$ cat src/rtl/rom_sram_ctrl_pkg.sv
// Shared definitions for the base-SRAM controller: FSM states, aluop codes, enable levels.
`default_nettype none

package rom_sram_ctrl_pkg;

  localparam logic CHIP_ENABLE  = 1'b1;
  localparam logic WRITE_ENABLE = 1'b1;

  localparam logic [7:0] EXE_LB_OP  = 8'b1110_0000;
  localparam logic [7:0] EXE_LH_OP  = 8'b1110_0001;
  localparam logic [7:0] EXE_LW_OP  = 8'b1110_0011;
  localparam logic [7:0] EXE_LBU_OP = 8'b1110_0100;
  localparam logic [7:0] EXE_LHU_OP = 8'b1110_0101;
  localparam logic [7:0] EXE_SB_OP  = 8'b1110_1000;
  localparam logic [7:0] EXE_SH_OP  = 8'b1110_1001;
  localparam logic [7:0] EXE_SW_OP  = 8'b1110_1011;

  typedef enum logic [2:0] {
    SRAM_IDLE     = 3'd0,
    SRAM_WR_SETUP = 3'd1,
    SRAM_WR_PULSE = 3'd2,
    SRAM_WR_HOLD  = 3'd3,
    SRAM_WR_DONE  = 3'd4
  } sram_state_t;

endpackage

`default_nettype wire

$ cat src/rtl/rom_sram_ctrl_byte_lane_unit.sv
// Combinational byte-lane logic: store alignment (be_n, replicated data) and load extraction.
`default_nettype none

module byte_lane_unit
  import rom_sram_ctrl_pkg::*;
(
  input  logic [7:0]  aluop,
  input  logic [1:0]  addr_lo,
  input  logic [31:0] store_data,
  input  logic [31:0] load_word,
  output logic [3:0]  store_be_n,
  output logic [31:0] store_word,
  output logic [31:0] load_data
);

  logic [7:0]  sel_byte;
  logic [15:0] sel_half;

  always_comb begin
    store_be_n = 4'b0000;
    store_word = store_data;
    case (aluop)
      EXE_SB_OP: begin
        store_be_n = ~(4'b0001 << addr_lo);
        store_word = {4{store_data[7:0]}};
      end
      EXE_SH_OP: begin
        store_be_n = addr_lo[1] ? 4'b0011 : 4'b1100;
        store_word = {2{store_data[15:0]}};
      end
      default: ;
    endcase
  end

  always_comb begin
    case (addr_lo)
      2'd0:    sel_byte = load_word[7:0];
      2'd1:    sel_byte = load_word[15:8];
      2'd2:    sel_byte = load_word[23:16];
      default: sel_byte = load_word[31:24];
    endcase
    sel_half = addr_lo[1] ? load_word[31:16] : load_word[15:0];

    case (aluop)
      EXE_LB_OP:  load_data = {{24{sel_byte[7]}}, sel_byte};
      EXE_LBU_OP: load_data = {24'h0, sel_byte};
      EXE_LH_OP:  load_data = {{16{sel_half[15]}}, sel_half};
      EXE_LHU_OP: load_data = {16'h0, sel_half};
      default:    load_data = load_word;
    endcase
  end

endmodule

`default_nettype wire

$ cat src/rtl/rom_sram_ctrl.sv
// Shared instruction/data SRAM controller: zero-latency reads, sequenced multi-cycle writes with stall.
`default_nettype none

module rom_sram_ctrl
  import rom_sram_ctrl_pkg::*;
#(
  parameter int ADDR_W    = 20,
  parameter int WE_CYCLES = 2
) (
  input  logic              clk,
  input  logic              rst,
  input  logic              ce_i,
  input  logic              we_i,
  input  logic [31:0]       addr_i,
  input  logic [31:0]       wdata_i,
  input  logic [7:0]        aluop_i,
  output logic [31:0]       inst_o,
  output logic [31:0]       mem_rdata_o,
  output logic              stallreq_o,
  output logic [ADDR_W-1:0] sram_addr_o,
  output logic [31:0]       sram_wdata_o,
  input  logic [31:0]       sram_rdata_i,
  output logic              sram_data_oe_o,
  output logic [3:0]        sram_be_n_o,
  output logic              sram_ce_n_o,
  output logic              sram_oe_n_o,
  output logic              sram_we_n_o
);

  localparam int CNT_W = (WE_CYCLES > 1) ? $clog2(WE_CYCLES) : 1;

  sram_state_t       state, state_nxt;
  logic [CNT_W-1:0]  we_cnt;
  logic [ADDR_W-1:0] lat_addr;
  logic [31:0]       lat_wdata;
  logic [3:0]        lat_be_n;

  logic [3:0]        align_be_n;
  logic [31:0]       align_wdata;
  logic [31:0]       load_data;
  logic              wr_start;
  logic              rd_active;
  logic              unused_addr_bits;

  assign unused_addr_bits = ^{addr_i[31:ADDR_W+2]};

  byte_lane_unit u_lane (
    .aluop      (aluop_i),
    .addr_lo    (addr_i[1:0]),
    .store_data (wdata_i),
    .load_word  (sram_rdata_i),
    .store_be_n (align_be_n),
    .store_word (align_wdata),
    .load_data  (load_data)
  );

  assign wr_start = (state == SRAM_IDLE) && (ce_i == CHIP_ENABLE) && (we_i == WRITE_ENABLE);

  // WR_DONE reads regardless of we_i: the PC still shows the finished store for one cycle.
  assign rd_active = !rst && (ce_i == CHIP_ENABLE) &&
                     (((state == SRAM_IDLE) && (we_i != WRITE_ENABLE)) || (state == SRAM_WR_DONE));

  always_ff @(posedge clk) begin
    if (rst) begin
      state     <= SRAM_IDLE;
      we_cnt    <= '0;
      lat_addr  <= '0;
      lat_wdata <= '0;
      lat_be_n  <= 4'hF;
    end else begin
      state <= state_nxt;
      if (state == SRAM_WR_PULSE) we_cnt <= we_cnt + 1'b1;
      else                        we_cnt <= '0;
      if (wr_start) begin
        lat_addr  <= addr_i[ADDR_W+1:2];
        lat_wdata <= align_wdata;
        lat_be_n  <= align_be_n;
      end
    end
  end

  always_comb begin
    state_nxt = state;
    case (state)
      SRAM_IDLE:     if (wr_start) state_nxt = SRAM_WR_SETUP;
      SRAM_WR_SETUP: state_nxt = SRAM_WR_PULSE;
      SRAM_WR_PULSE: if (we_cnt == CNT_W'(WE_CYCLES - 1)) state_nxt = SRAM_WR_HOLD;
      SRAM_WR_HOLD:  state_nxt = SRAM_WR_DONE;
      SRAM_WR_DONE:  state_nxt = SRAM_IDLE;
      default:       state_nxt = SRAM_IDLE;
    endcase
  end

  always_comb begin
    sram_ce_n_o    = 1'b1;
    sram_oe_n_o    = 1'b1;
    sram_we_n_o    = 1'b1;
    sram_be_n_o    = 4'hF;
    sram_data_oe_o = 1'b0;
    sram_addr_o    = addr_i[ADDR_W+1:2];
    sram_wdata_o   = lat_wdata;
    stallreq_o     = 1'b0;
    inst_o         = 32'h0;
    mem_rdata_o    = 32'h0;

    if (rd_active) begin
      sram_ce_n_o = 1'b0;
      sram_oe_n_o = 1'b0;
      sram_be_n_o = 4'h0;
      inst_o      = sram_rdata_i;
      mem_rdata_o = load_data;
    end else if (!rst) begin
      case (state)
        SRAM_IDLE: stallreq_o = wr_start;
        SRAM_WR_SETUP, SRAM_WR_PULSE, SRAM_WR_HOLD: begin
          sram_ce_n_o    = 1'b0;
          sram_data_oe_o = 1'b1;
          sram_addr_o    = lat_addr;
          sram_be_n_o    = lat_be_n;
          sram_we_n_o    = (state != SRAM_WR_PULSE);
          stallreq_o     = (state != SRAM_WR_HOLD);
        end
        default: ;
      endcase
    end
  end

endmodule

`default_nettype wire

$ cat config.mk
export PLATFORM = sky130hd
export DESIGN_NAME = rom_sram_ctrl
export DESIGN_NICKNAME = d
export VERILOG_FILES = /design/src/rtl/rom_sram_ctrl_pkg.sv /design/src/rtl/rom_sram_ctrl_byte_lane_unit.sv /design/src/rtl/rom_sram_ctrl.sv
export SDC_FILE = /design/constraint.sdc
export NUM_CORES = 1
export LEC_CHECK = 0
export ABC_AREA = 0
export ABC_CLOCK_PERIOD_IN_PS = 1600
export BUFFER_PORTS_ARGS = -buffer_cell sky130_fd_sc_hd__buf_2
export CAP_MARGIN = 20
export CORE_MARGIN = 8
export CORE_UTILIZATION = 48
export CTS_CLUSTER_DIAMETER = 80
export CTS_CLUSTER_SIZE = 16
export DETAILED_ROUTE_END_ITERATION = 12
export PLACE_DENSITY_LB_ADDON = 0.25
export RECOVER_POWER = 25
export SLEW_MARGIN = 20
export SYNTH_ARGS = -nofsm -noshare
export SYNTH_HDL_FRONTEND = slang
export SYNTH_HIERARCHICAL = 1
export SYNTH_SLANG_ARGS = --single-unit
$ cat constraint.sdc
create_clock -name clk -period 1.6 [get_ports clk]
set_input_delay 0 -clock clk [delete_from_list [all_inputs] [get_ports clk]]
set_output_delay 0 -clock clk [all_outputs]
set_load 0.01 [all_outputs]
### Word-level counts from Yosys, hierarchy flattened

Cells that the tools add are included.

| word-level totals | value |
|---|---|
| flip-flop bits (word level) | 60 |
| output and inout bits | 125 |
| word-level logic and storage cells | 68 |

| cells by class | value |
|---|---|
| add/sub/neg operators | 1 |
| eq/ne operators | 16 |
| shifts and indexed selects | 1 |
| multiplexer cells | 30 |
| bitwise operators | 3 |
| reduce and logical (&&, ||, !) cells | 12 |

Operators by type and width:

| kind | number |
|---|---|
| one-hot mux 32 bit (4 select lines) | 1 |
| 2-to-1 mux 32 bit | 2 |
| one-hot mux 32 bit (2 select lines) | 1 |
| 2-to-1 mux 20 bit | 3 |
| == test 8 bit, second input constant | 6 |
| one-hot mux 8 bit (3 select lines) | 1 |
| 2-to-1 mux 16 bit | 1 |
| 2-to-1 mux 4 bit | 4 |
| 2-to-1 mux 1 bit | 12 |
| one-hot mux 3 bit (4 select lines) | 1 |
| one-hot mux 4 bit (2 select lines) | 1 |
| == test 3 x 2 -> 1 bit, second input constant | 2 |
| 2-to-1 mux 3 bit | 2 |
| != test 3 x 2 -> 1 bit, second input constant | 2 |
| logical AND 1 bit | 5 |
| != test 2 bit, second input constant | 2 |
| inverter 4 bit | 1 |
| left shift 1 x 2 -> 4 bit, first input constant | 1 |
| == test 3 x 1 -> 1 bit, second input constant | 1 |
| == test 3 bit, second input constant | 1 |
| logical NOT 3 bit | 1 |
| OR reduction 3 bit | 1 |
| == test 2 x 1 -> 1 bit, second input constant | 1 |
| == test 2 bit, second input constant | 1 |
| 8 further kinds | 9 |

### Logic depth before layout (Yosys ltp)

| logic depth | value |
|---|---|
| depth after elaboration | 6 |
| gate-level depth with buffers | 8 |

### By module

Netlist, hierarchy kept.

Modules (own cells, without submodules):

| module | times used | cells each | area each (µm²) | seq. area each (µm²) |
|---|---|---|---|---|
| rom_sram_ctrl | 1 | 363 | 3413.3 | 1201.2 |
| byte_lane_unit | 1 | 188 | 1485.2 | 0.0 |

### Worst setup path after synthesis

Ideal clock, no wire load.

| timing path | value |
|---|---|
| path kind | register to register |
| from | register state[2] |
| to | register lat_addr[0] |
| setup time | 0.072 ns |
| data arrival time | 1.319 ns |
| required time | 1.528 ns |
| setup slack | 0.210 ns |
| stages on the path, launching flop included | 5 |
| clock period less this slack | 1.390 ns |
| cells stage by stage | dfxtp_1 nor4_2 buf_2 buf_4 mux2i_1 |

| on the way | value |
|---|---|
| longest elaborated chain between the ends | 3 |

Ends and longest elaborated chain:

| element | line | source |
|---|---|---|
| start, declared | rom_sram_ctrl.sv:32 | `sram_state_t state, state_nxt;` |
| start signal, assigned | rom_sram_ctrl.sv:71 | `state <= state_nxt;` |
| logical NOT 3 bit | rom_sram_ctrl.sv:57 | `assign wr_start = (state == SRAM_IDLE) && (ce_i == CHIP_ENABLE) && (we_i == WRITE_ENABLE);` |
| logical AND 1 bit (2 in a row) | rom_sram_ctrl.sv:57 |  |
| end signal, assigned | rom_sram_ctrl.sv:75 | `lat_addr <= addr_i[ADDR_W+1:2];` |
| end, declared | rom_sram_ctrl.sv:34 | `logic [ADDR_W-1:0] lat_addr;` |

No other way between the ends.
A chain may end at the register's enable or synchronous reset.

### Final worst setup path

| timing path | value |
|---|---|
| from | register state[1] |
| to | output port sram_addr_o[8] |

| on the way | value |
|---|---|
| longest elaborated chain between the ends | 5 |

Ends and longest elaborated chain:

| element | line | source |
|---|---|---|
| == test 3 x 2 -> 1 bit, or another cell as far along | rom_sram_ctrl.sv:113 | `case (state)` |
| OR reduction 3 bit / logical AND 1 bit (equally long branches) | rom_sram_ctrl.sv:113, rom_sram_ctrl.sv:61 |  |
| 2-to-1 mux 20 bit / logical OR 1 bit (equally long branches) | rom_sram_ctrl.sv:113, rom_sram_ctrl.sv:61 |  |
| 2-to-1 mux 20 bit / logical AND 1 bit (equally long branches) | rom_sram_ctrl.sv:112, rom_sram_ctrl.sv:60 |  |
| 2-to-1 mux 20 bit * | rom_sram_ctrl.sv:106 | `if (rd_active) begin` |
| end, declared | rom_sram_ctrl.sv:20 | `output logic [ADDR_W-1:0] sram_addr_o,` |

Mark *: on every way between the ends. The rest lies on a longest branch, timed or not.

==> flow_summary.json <==
{
  "status": "finished with violations",
  "violations": "setup timing",
  "drt_iter0_markers": 347,
  "grt_max_degree": 113,
  "drt_pass1_iterations": 5,
  "placed_cell_area_um2": 6100,
  "wl_per_cell_um": 18.3,
  "ant_nets": 0,
  "worstHoldStart": "rst",
  "r2r_cells": 6,
  "viasPerCell": 5.37,
  "layout_common_cells": "buf_2, nand2b_1, mux2i_1",
  "cts_root_buf": "clkbuf_8",
  "synthDistinctLibCells": 44,
  "dieHeight_um": 117,
  "seq_area_frac_synth_pct": 24.5,
  "dp_hpwl_um": 11700,
  "period_minus_slack_ns": 1.72,
  "cp_max_fo": 10,
  "crit_path_start_kind": "register",
  "rsz0062_at_grt": "true",
  "place.gp.congestion": 0.905,
  "cts_buffers": 9,
  "die_w_um": 117,
  "hold_slack_ns": 0.0580,
  "cts_buffer_depth": 2,
  "finClkSkew_ns": 0.0131,
  "h-tree-depth": 3,
  "final_cells": 931,
  "p_leak_uw": 0.00323,
  "critPathCaptureType": "primary output",
  "slew_headroom_pct": 47.6,
  "required_ns": 1.60,
  "post-place-cells": 871,
  "num_rows": 37,
  "io_pins": 233,
  "arrival_ns": 1.72,
  "final-setup-viol-count": 81,
  "finalCritPeriodShare_pct": 107,
  "r2r_start": "state[0]$_SDFFE_PP0P_",
  "synth_cells": 551,
  "hp-class": "input pin to register",
  "nets": 897,
  "ys_warn_count": 6,
  "setup_ws_ns": -0.116,
  "grt_overflow": 0,
  "port_buffers": 222,
  "max_freq_mhz": 583,
  "async_flop_share_pct": 0,
  "cts.sinks": 60,
  "synth.ff_latch_count": 60,
  "synthFlopType": "dfxtp_1",
  "r2r-end": "lat_addr[16]$_SDFFE_PP0P_",
  "wirelength_um": 17000,
  "peakVddDrop_mv": 0.531,
  "slew_violations": 0,
  "tightestPinTransition_ns": 0.786,
  "syn-mean-instance-area_um2": 8.89,
  "insertion_delay_ns": 0.34,
  "drv_cap": 0,
  "clkTransAtPathRegs_ns": 0.08,
  "vias": 4998,
  "grt_usage_pct": 23.2,
  "layout_commonest_cell": "buf_2",
  "min_to": "we_cnt$_SDFF_PP0_",
  "syn2layout_area_growth_pct": 44.8,
  "synth_edf_count": 0,
  "power_density_nw_per_um2": 649,
  "drive_gt1_share_pct": 43.5,
  "start_util_pct": 48.3,
  "antenna_found_initial": 1,
  "utilization_pct": 69.9,
  "core_um2": 10100,
  "drc_errors": 0,
  "grt_first_pass_wirelength_um": 25300,
  "die_area_um2": 13700,
  "syn_area_um2": 4900,
  "synth_nets": 659,
  "hold_viol": 0,
  "pre_cts_slack_ns": 0.105,
  "min_path_cells": 3,
  "rrSetupSlack_ns": 0,
  "cts_tree": "yes",
  "path_class": "register to primary output",
  "grt_pass1_vias": 5064,
  "final_area_um2": 7090
}
synth_stat cells, types with 5 or more instances:
master,instances,area share [%]
o41ai_1,8,1.4
buf_2,11,1.1
dfxtp_1,60,25
o2bb2ai_1,16,2.9
a21oi_1,10,1.0
o21ai_0,6,0.61
buf_4,12,1.8
nand2b_1,106,14
o21a_1,7,1.1
nor4_1,8,1.0
inv_1,12,0.92
o31ai_1,6,0.92
or2_2,9,1.1
mux4_2,8,3.7
a31oi_1,8,1.0
a221oi_1,8,1.4
mux2i_1,64,13
clkbuf_1,32,2.5
a211oi_1,8,1.2
mux2_2,24,5.5
nor2_1,13,1.0
mux2_4,14,4.3
buf_6,5,1.1
and2_1,70,8.9
critical path, stage by stage, from the launching register on:
cell	delay, ns
dfxtp_2	0.35
nor2_2	0.05
or3_4	0.37
buf_16	0.17
mux2_4	0.30
buf_6	0.12
metal layers:
layer / share of wire, % / vias up / track usage, %
met4: 1.8 / 0 / 7.34
met3: 8.8 / 21 / 6.11
met1: 39 / 2365 / 25.6
met5: 0 / - / 0
met2: 51 / 205 / 42.5
li1: - / 2407 / -
area by class of cell:
class,instances,area [µm²]
fillers,772,3050
inverters,13,48.8
multi-input cells,416,3420
clock inverters,5,85.1
repair buffers,289,2020
diodes,1,2.50
well taps,136,170
clock buffers,11,141
flip-flops and latches,60,1210
stage by stage:
stage	power [µW]	setup TNS (ns)
floorplan	2380	0
global placement	2790	0
detailed placement	2820	0
CTS	4560	-5.27
global route	4800	-10.91
finish	4600	-4.49
cells by family (layout without fill, tap and decap cells):
logic type             count (synthesis)  after routing  synth area share, %
multiplexers                         111            111                 27.0
AND/OR/NAND/NOR                      222            222                 28.1
buffers and inverters                 75            318                 7.71
other                                  0              1                    0
flip-flops                            60             60                 24.5
AO/OA/AOI/OAI                         83             83                 12.6
registers in the layout, indices dropped and copies added (netlist names):
register,cells
lat_addr,20
lat_be_n,4
sram_wdata_o,32
state,3
we_cnt,1
how the worst max path moves through the flow:
stage	depth (start not counted)	slack (ns)	to	start
2_1_floorplan	4	0.21	lat_addr[0]$_SDFFE_PP0P_	state[2]$_SDFFE_PP0P_
3_3_place_gp	5	0.15	sram_addr_o[10]	state[0]$_SDFFE_PP0P_
3_5_place_dp	6	0.10	sram_be_n_o[3]	state[2]$_SDFFE_PP0P_
4_1_cts	5	-0.12	sram_addr_o[13]	state[1]$_SDFFE_PP0P_
5_1_grt	5	-0.15	sram_addr_o[8]	state[1]$_SDFFE_PP0P_
6_report	5	-0.12	sram_addr_o[8]	state[1]$_SDFFE_PP0P_
power by group:
part           internal [µW]  switching, µW  leakage (µW)
sequential              1580           46.7      0.000492
combinational            741            652       0.00262
clock                    927            658      0.000110
total                   3240           1360       0.00323
what timing repair did:
item                                    CTS  global route
endpoints found under the hold margin    30             0
hold buffers                             30             0
buffers inserted                          4             2
pin swaps                                 4             7
gates cloned                              2             5
endpoints found under the setup margin   92           121
resized for setup                        39            32
Power figures use the tool's default switching activity.
